--- src/rtl/kf8288_ws_bus_controller.sv ---
// kf8288_ws_bus_controller
// Bus-cycle controller with programmable wait states. Decodes S2..S0, runs a
// T1/T2/T3/Tw/T4 sequence advanced on rising edges of cpu_clock (sampled on
// clock), inserts per-class wait states, stretches on ready and drives the
// command bus and transceiver controls.
//
// Ports:
//   clock, reset_n                      system clock, async active-low reset
//   cpu_clock                           CPU clock level, edge-detected here
//   address_enable_n, command_enable,
//   io_bus_mode                         AEN#, CEN, IOB
//   processor_status[2:0]               S2..S0 (111 = passive, 011 = halt)
//   ready                               peripheral ready
//   enable_io_command,
//   enable_memory_command               command-bus enables (combinational)
//   *_command_n, interrupt_acknowledge_n active-low commands
//   direction_transmit_or_receive_n, data_enable, peripheral_data_enable_n,
//   master_cascade_enable, address_latch_enable   transceiver/latch control
//   cpu_ready                           READY to the CPU (combinational)
//   bus_state[2:0]                      IDLE=0 T1=1 T2=2 T3=3 TW=4 T4=5
//   cycle_done                          one-clock pulse on entry to T4
module kf8288_ws_bus_controller #(
  parameter int unsigned MEM_WAIT_STATES    = 0,
  parameter int unsigned IO_WAIT_STATES     = 1,
  parameter int unsigned INTA_WAIT_STATES   = 1,
  parameter int unsigned WAIT_COUNTER_WIDTH = 3
) (
  input  logic       clock,
  input  logic       reset_n,
  input  logic       cpu_clock,
  input  logic       address_enable_n,
  input  logic       command_enable,
  input  logic       io_bus_mode,
  input  logic [2:0] processor_status,
  input  logic       ready,
  output logic       enable_io_command,
  output logic       enable_memory_command,
  output logic       io_read_command_n,
  output logic       io_write_command_n,
  output logic       advanced_io_write_command_n,
  output logic       interrupt_acknowledge_n,
  output logic       memory_read_command_n,
  output logic       memory_write_command_n,
  output logic       advanced_memory_write_command_n,
  output logic       direction_transmit_or_receive_n,
  output logic       data_enable,
  output logic       peripheral_data_enable_n,
  output logic       master_cascade_enable,
  output logic       address_latch_enable,
  output logic       cpu_ready,
  output logic [2:0] bus_state,
  output logic       cycle_done
);

  localparam int unsigned CW = WAIT_COUNTER_WIDTH;

  localparam logic [2:0] ST_INTA    = 3'b000;
  localparam logic [2:0] ST_IOR     = 3'b001;
  localparam logic [2:0] ST_IOW     = 3'b010;
  localparam logic [2:0] ST_HALT    = 3'b011;
  localparam logic [2:0] ST_CODE    = 3'b100;
  localparam logic [2:0] ST_MEMR    = 3'b101;
  localparam logic [2:0] ST_MEMW    = 3'b110;
  localparam logic [2:0] ST_PASSIVE = 3'b111;

  typedef enum logic [2:0] {
    S_IDLE = 3'd0,
    S_T1   = 3'd1,
    S_T2   = 3'd2,
    S_T3   = 3'd3,
    S_TW   = 3'd4,
    S_T4   = 3'd5
  } state_t;

  state_t        state_q, state_d;
  logic [2:0]    status_q, status_d;
  logic [CW-1:0] count_q, count_d;
  logic          dt_r_n_q, dt_r_n_d;
  logic          ale_q, ale_d;
  logic          mce_q, mce_d;
  logic          de_q, de_d;
  logic          done_q, done_d;
  logic          prev_cpu_clock;

  logic          cpu_posedge_c;
  logic          start_c;
  logic          receive_c;
  logic [CW-1:0] wait_load_c;
  logic          cmd_early_c;
  logic          cmd_late_c;
  logic          mem_gate_c;
  logic          io_gate_c;

  assign cpu_posedge_c = cpu_clock & ~prev_cpu_clock;
  assign start_c       = (processor_status != ST_HALT) && (processor_status != ST_PASSIVE);
  assign receive_c     = (processor_status == ST_INTA) || (processor_status == ST_IOR) ||
                         (processor_status == ST_CODE) || (processor_status == ST_MEMR);

  // Wait-state count for the class latched at T1.
  always_comb begin
    wait_load_c = '0;
    case (status_q)
      ST_CODE, ST_MEMR, ST_MEMW: wait_load_c = CW'(MEM_WAIT_STATES);
      ST_IOR, ST_IOW:            wait_load_c = CW'(IO_WAIT_STATES);
      ST_INTA:                   wait_load_c = CW'(INTA_WAIT_STATES);
      default:                   wait_load_c = '0;
    endcase
  end

  // Next-state and next registered-output logic.
  always_comb begin
    state_d  = state_q;
    status_d = status_q;
    count_d  = count_q;
    dt_r_n_d = dt_r_n_q;
    if (cpu_posedge_c) begin
      case (state_q)
        S_IDLE, S_T4: begin
          if (start_c) begin
            state_d  = S_T1;
            status_d = processor_status;
            dt_r_n_d = ~receive_c;
          end else begin
            state_d  = S_IDLE;
            dt_r_n_d = 1'b1;
          end
        end
        S_T1: state_d = S_T2;
        S_T2: begin
          state_d = S_T3;
          count_d = wait_load_c;
        end
        S_T3, S_TW: begin
          // Programmed waits run first; ready is only honoured once they expire.
          if (count_q != '0) begin
            state_d = S_TW;
            count_d = count_q - CW'(1);
          end else if (ready) begin
            state_d = S_T4;
          end else begin
            state_d = S_TW;
          end
        end
        default: state_d = S_IDLE;
      endcase
    end
    ale_d  = (state_d == S_T1);
    mce_d  = (state_d == S_T1) && (status_d == ST_INTA);
    de_d   = (state_d == S_T2) || (state_d == S_T3) || (state_d == S_TW);
    done_d = (state_d == S_T4) && (state_q != S_T4);
  end

  // State and registered outputs.
  always_ff @(posedge clock or negedge reset_n) begin
    if (!reset_n) begin
      state_q        <= S_IDLE;
      status_q       <= ST_PASSIVE;
      count_q        <= '0;
      dt_r_n_q       <= 1'b1;
      ale_q          <= 1'b0;
      mce_q          <= 1'b0;
      de_q           <= 1'b0;
      done_q         <= 1'b0;
      prev_cpu_clock <= 1'b0;
    end else begin
      state_q        <= state_d;
      status_q       <= status_d;
      count_q        <= count_d;
      dt_r_n_q       <= dt_r_n_d;
      ale_q          <= ale_d;
      mce_q          <= mce_d;
      de_q           <= de_d;
      done_q         <= done_d;
      prev_cpu_clock <= cpu_clock;
    end
  end

  // Commands decode only from registers plus the static gating inputs.
  assign cmd_early_c = (state_q == S_T2) || (state_q == S_T3) || (state_q == S_TW);
  assign cmd_late_c  = (state_q == S_T3) || (state_q == S_TW);
  assign mem_gate_c  = command_enable;
  assign io_gate_c   = command_enable | io_bus_mode;

  assign memory_read_command_n           = ~(cmd_early_c & mem_gate_c &
                                             ((status_q == ST_CODE) | (status_q == ST_MEMR)));
  assign memory_write_command_n          = ~(cmd_late_c  & mem_gate_c & (status_q == ST_MEMW));
  assign advanced_memory_write_command_n = ~(cmd_early_c & mem_gate_c & (status_q == ST_MEMW));
  assign io_read_command_n               = ~(cmd_early_c & io_gate_c  & (status_q == ST_IOR));
  assign io_write_command_n              = ~(cmd_late_c  & io_gate_c  & (status_q == ST_IOW));
  assign advanced_io_write_command_n     = ~(cmd_early_c & io_gate_c  & (status_q == ST_IOW));
  assign interrupt_acknowledge_n         = ~(cmd_early_c & io_gate_c  & (status_q == ST_INTA));

  assign enable_memory_command = ~address_enable_n;
  assign enable_io_command     = ~address_enable_n | io_bus_mode;

  // CPU is held while waits remain or the peripheral is not ready.
  assign cpu_ready = ~(cmd_late_c & ((count_q != '0) | ~ready));

  assign direction_transmit_or_receive_n = dt_r_n_q;
  assign data_enable                     = de_q;
  assign peripheral_data_enable_n        = ~de_q;
  assign master_cascade_enable           = mce_q;
  assign address_latch_enable            = ale_q;
  assign bus_state                       = state_q;
  assign cycle_done                      = done_q;

endmodule

--- config.mk ---
export PLATFORM = sky130hd
export DESIGN_NAME = kf8288_ws_bus_controller
export DESIGN_NICKNAME = d
export VERILOG_FILES = /design/src/rtl/kf8288_ws_bus_controller.sv
export SDC_FILE = /design/constraint.sdc
export NUM_CORES = 1
export LEC_CHECK = 0
export CORE_MARGIN = 2
export CORE_UTILIZATION = 26
export DETAILED_ROUTE_END_ITERATION = 16
export GPL_TIMING_DRIVEN = 0
export PLACE_DENSITY_LB_ADDON = 0.2
export SLEW_MARGIN = 20
export SYNTH_ARGS = -nofsm -noshare
export SYNTH_HDL_FRONTEND = slang
export SYNTH_SLANG_ARGS = --single-unit
--- constraint.sdc ---
create_clock -name clock -period 3.2 [get_ports clock]
set_input_delay 0.64 -clock clock [delete_from_list [all_inputs] [get_ports clock]]
set_output_delay 0.64 -clock clock [all_outputs]
set_load 0.005 [all_outputs]
## Word-level counts from Yosys, hierarchy flattened

Cells that the tools add are included.

| word-level totals | value |
|---|---|
| bits of input ports | 10 |
| memory bits (read-only) | 0 |
| register bits after elaboration | 15 |
| latch bits | 0 |
| memory bits (writable) | 0 |
| output and inout port bits | 19 |
| logic and storage cells | 96 |
| memories kept | 0 |

| operators by class | value |
|---|---|
| equal/unequal tests | 22 |
| reduce and logical (&&, ||, !) cells | 22 |
| shift-type cells | 0 |
| $lt $le $gt $ge | 0 |
| multiply operators | 0 |
| div/mod/pow operators | 0 |
| bitwise logic cells | 30 |
| mux-type cells | 12 |
| add/sub/neg operators | 1 |

Operator list:

| kind | number |
|---|---|
| $eq 3x3->1 const B | 9 |
| $eq 3x2->1 const B | 5 |
| $mux 3 | 5 |
| $and 1x1->1 | 13 |
| $not 1->1 | 13 |
| $eq 3x1->1 const B | 4 |
| $logic_not 3->1 | 4 |
| $pmux 3 s4 | 1 |
| $logic_or 1x1->1 | 8 |
| $ne 3x3->1 const B | 2 |
| $pmux 3 s2 | 1 |
| $mux 1 | 5 |
| $or 1x1->1 | 4 |
| $reduce_or 2->1 | 2 |
| $logic_and 1x1->1 | 3 |
| $ne 3x2->1 const B | 1 |
| $reduce_and 3->1 | 1 |
| $reduce_bool 3->1 | 1 |
| $reduce_or 3->1 | 1 |
| $sub 3x1->3 const B | 1 |
| $ne 2x2->1 const B | 1 |
| $reduce_and 2->1 | 1 |
| $reduce_bool 2->1 | 1 |

## Logic depth before layout (Yosys ltp)

| logic depth | value |
|---|---|
| depth in word-level cells | 8 |
| gate-level depth with buffers | 7 |
| depth with buffers taken out | 7 |

## Worst setup path after synthesis

Ideal clock, no wire load.

| timing | value |
|---|---|
| path kind | reg2out |
| start | reg state_q[2], in the netlist bus_state[2] |
| end | out interrupt_acknowledge_n |
| buffers on the path | 1 |
| arrival time | 1513 ps |
| slack | 1047 ps |
| required time | 2560 ps |
| stages on the path, launching flop included | 6 |
| path through | dfrtp_1 -> buf_4 -> nor2b_1 -> nor2_2 -> nor3_4 -> or3b_1 |

| on the way | value |
|---|---|
| word-level cells in the longest chain between the ends | 6 |
| elaborated cells between the ends (all ways) | 8 |
| classes of those cells | eq/ne: 3; bitwise: 3; reduce/logical: 2 |

Ends and longest elaborated chain:

| what | line | source |
|---|---|---|
| start: declaration | 75 | `state_t state_q, state_d;` |
| start signal: assignment | 166 | `state_q <= state_d;` |
| $eq 3x2->1 | 179 | `assign cmd_early_c = (state_q == S_T2) \|\| (state_q == S_T3) \|\| (state_q == S_TW);` |
| $logic_or 1x1->1 | 179 |  |
| $logic_or 1x1->1 (*) | 179 |  |
| $and 1x1->1 (*) (2 in a row) | 191 | `assign interrupt_acknowledge_n = ~(cmd_early_c & io_gate_c & (status_q == ST_INTA));` |
| $not 1->1 (*) | 191 |  |
| end: declaration | 41 | `output logic interrupt_acknowledge_n,` |

Every way passes the cells marked *; elsewhere a longest branch is shown, timed or not.

## Worst setup path in the final report

Ends and elaborated chain as after synthesis.

==> flow_summary.json <==
{
  "status": "finished, final reports clean",
  "ys_warn_count": 0,
  "gp_congestion": 0.811,
  "swShare_pct": 40.4,
  "cts-resized-gates": 0,
  "rrSetupSlack_ns": 1.40,
  "endpoint": "interrupt_acknowledge_n",
  "ys_top_cells_by_area": "dfrtp_1 30%, dfstp_2 11%, nand2_1 4.5%, ha_1 2.7%, inv_1 2.4%",
  "rows": 21,
  "hold_viol_final": 0,
  "firstDrtPassIters": 4,
  "synthArstFlopShare_pct": 100,
  "numCtsBuffers": 3,
  "worst_r2r_startpoint": "bus_state[0]",
  "grt_pass1_vias": 777,
  "post-route-period-util_pct": 95.1,
  "min_period_ns": 3.04,
  "critical_path.startpoint": "bus_state[2]",
  "max-cap-violations": 0,
  "num_io_pins": 29,
  "cellInternalPower_mw": 0.661,
  "die_h_um": 63.7,
  "layout-drive-gt1-share_pct": 15.7,
  "netlist_instances": 95,
  "ys_ff_latch": 15,
  "ir_drop_v": 0.000283,
  "worstPathRequired_ns": 2.56,
  "clk_latency_ns": 0.29,
  "end_kind": "output pin",
  "powerDensity_mw_per_mm2": 859,
  "viasPerCell": 4.64,
  "grt_pass1_wl_mm": 3.57,
  "drt_iter0_drc": 25,
  "worst_clock_skew_ns": 0.000973,
  "synth.distinct_cells": 43,
  "hold_buffers": 0,
  "power_frac_seq_pct": 31.3,
  "max_freq_ghz": 0.328,
  "setup_tns_ns": 0,
  "grt.overflow.total": 0,
  "die_w_um": 63.7,
  "cts_buffer_depth": 2,
  "cts_num_sinks": 15,
  "cp_max_fo": 10,
  "setup_violations": 0,
  "cts_root_buf": "clkbuf_4",
  "min_path_type": "flip-flop to flip-flop",
  "dieArea_mm2": 0.00405,
  "vias": 803,
  "drt_wl_total_mm": 2.10,
  "min_from": "count_q[2]",
  "path_class": "flip-flop to output pin",
  "power_switching_mw": 0.447,
  "tightest_slew_ns": 0.707,
  "comb_power_share_pct": 58.4,
  "syn-num-nets": 107,
  "yosysTopAreaCell": "dfrtp_1",
  "synth-seq-area-share_pct": 41.1,
  "ys.flop_type": "dfrtp_1",
  "synth_top_area_share_pct": 29.7,
  "wl_per_cell_um": 12.1,
  "area_delta_synth_final_pct": 39.5,
  "clk_pin_slew_ns": 0.10,
  "synthTopCellsByCount": "11 x dfrtp_1, 11 x nand2_1, 6 x inv_1",
  "slew_viol_final": 0,
  "fin_util_pct": 38.1,
  "grt_max_degree": 16,
  "numPortBuffers": 28,
  "postCtsSetupBuffers": 0,
  "core-area_mm2": 0.00339,
  "arrival_ns": 2.40,
  "cts.htree.levels": 1,
  "synth-edff-count": 0,
  "nFillCells": 342,
  "antennaDiodeCount": 0,
  "timing.rr.end": "master_cascade_enable",
  "nNetsFinal": 140,
  "netlist_area_um2": 926,
  "rr_worst_depth": 5,
  "rsz0062_at_grt": "false",
  "grt_antenna_before_repair": 0,
  "drc": 0,
  "grt_util_all_layers_pct": 11.2,
  "initial_utilization_pct": 27.3,
  "syn_area_per_cell_um2": 9.75,
  "p_leak_nw": 0.508,
  "slew_headroom_pct": 52.7,
  "ant_nets": 0,
  "cp-start-kind": "flip-flop",
  "clkPwrFrac_pct": 10.3,
  "cts_tree": "done",
  "hpwl_mm": 1.65
}
flip-flops by register name, summed over array words and instances, names as in the netlist:
register	cells
data_enable	1
address_latch_enable	1
count_q	3
master_cascade_enable	1
bus_state	3
status_q	3
direction_transmit_or_receive_n	1
prev_cpu_clock	1
cycle_done	1
worst min-delay path by stage:
| stage | to | slack (ns) | cells after the start |
|---|---|---|---|
| after floorplan | address_latch_enable | 0.34 | 0 |
| after global placement | count_q[2] | 0.47 | 2 |
| after detailed placement | count_q[2] | 0.48 | 2 |
| after CTS | count_q[2] | 0.51 | 2 |
| after global routing | count_q[0] | 0.55 | 2 |
| final | count_q[2] | 0.50 | 2 |
logic make-up (layout without fill, tap and decap cells):
family                   count (synthesis)  count (layout)  share of synthesized area (%)
AO/OA/AOI/OAI                           24              24                           18.4
XOR/XNOR                                 1               1                           1.76
adder cells (fa/ha/maj)                  2               2                           2.70
buffers and inverters                   12              44                           6.08
flip-flops                              15              15                           41.1
multiplexers                             4               4                           4.73
AND/OR/NAND/NOR                         37              37                           25.3
layout make-up:
cell class | count | area (µm²) | area share (%)
Multi-Input combinational cell | 68 | 489 | 37.9
Timing Repair Buffer | 28 | 280 | 21.7
Clock inverter | 1 | 5.00 | 0.388
Tap cell | 46 | 57.6 | 4.46
Inverter | 7 | 26.3 | 2.03
Sequential cell | 15 | 380 | 29.5
Buffer | 5 | 30.0 | 2.33
Clock buffer | 3 | 22.5 | 1.74
layer usage:
layer / up-vias / GRT usage (%) / share of wire (%)
met5: - / 0 / 0
met3: 4 / 2.32 / 5.0
met2: 22 / 17.1 / 46
met1: 371 / 15.2 / 47
li1: 406 / - / -
met4: 0 / 4.89 / 1.6
worst max-delay path, cell delays in order, from the launching register on:
cell and delay, ns:
dfrtp_1 0.44, buf_4 0.19, nor2b_1 0.32, nor2_2 0.13, nor3_4 0.22, or3b_1 0.37, clkdlybuf4s50_1 0.45
power by group through the flow:
stage,sequential [mW],combinational (mW),clock (mW)
after detailed placement,0.353,0.652,0
final,0.347,0.647,0.114
after global placement,0.350,0.648,0
after floorplan,0.342,0.414,0
after global routing,0.362,0.721,0.123
after CTS,0.350,0.656,0.120
placed cells by master (no fill, tap or decap), types with 3 or more instances in the layout:
cell type,synthesis,layout
clkdlybuf4s50_1,0,28
nand2_1,11,11
dfrtp_1,11,11
inv_1,6,6
o21ai_1,4,4
nor2_1,4,4
dfstp_2,4,4
nor2b_1,3,3
clkbuf_1,3,3
nand2b_1,3,3
a21oi_1,3,3
clkbuf_4,0,3
metrics by stage:
stage | hold WS, ns | setup WS (ns) | total power [mW] | area [µm²] | cells
detailed placement | 0.480 | 0.392 | 1.00 | 1260 | 169
CTS | 0.505 | 0.129 | 1.12 | 1290 | 173
finish | 0.500 | 0.155 | 1.11 | 1290 | 173
floorplan | 0.344 | 1.05 | 0.757 | 926 | 95
global placement | 0.467 | 0.398 | 0.998 | 1260 | 169
global route | 0.548 | 0.00740 | 1.21 | 1290 | 173
Note: power is estimated with default switching activity, not from simulation.
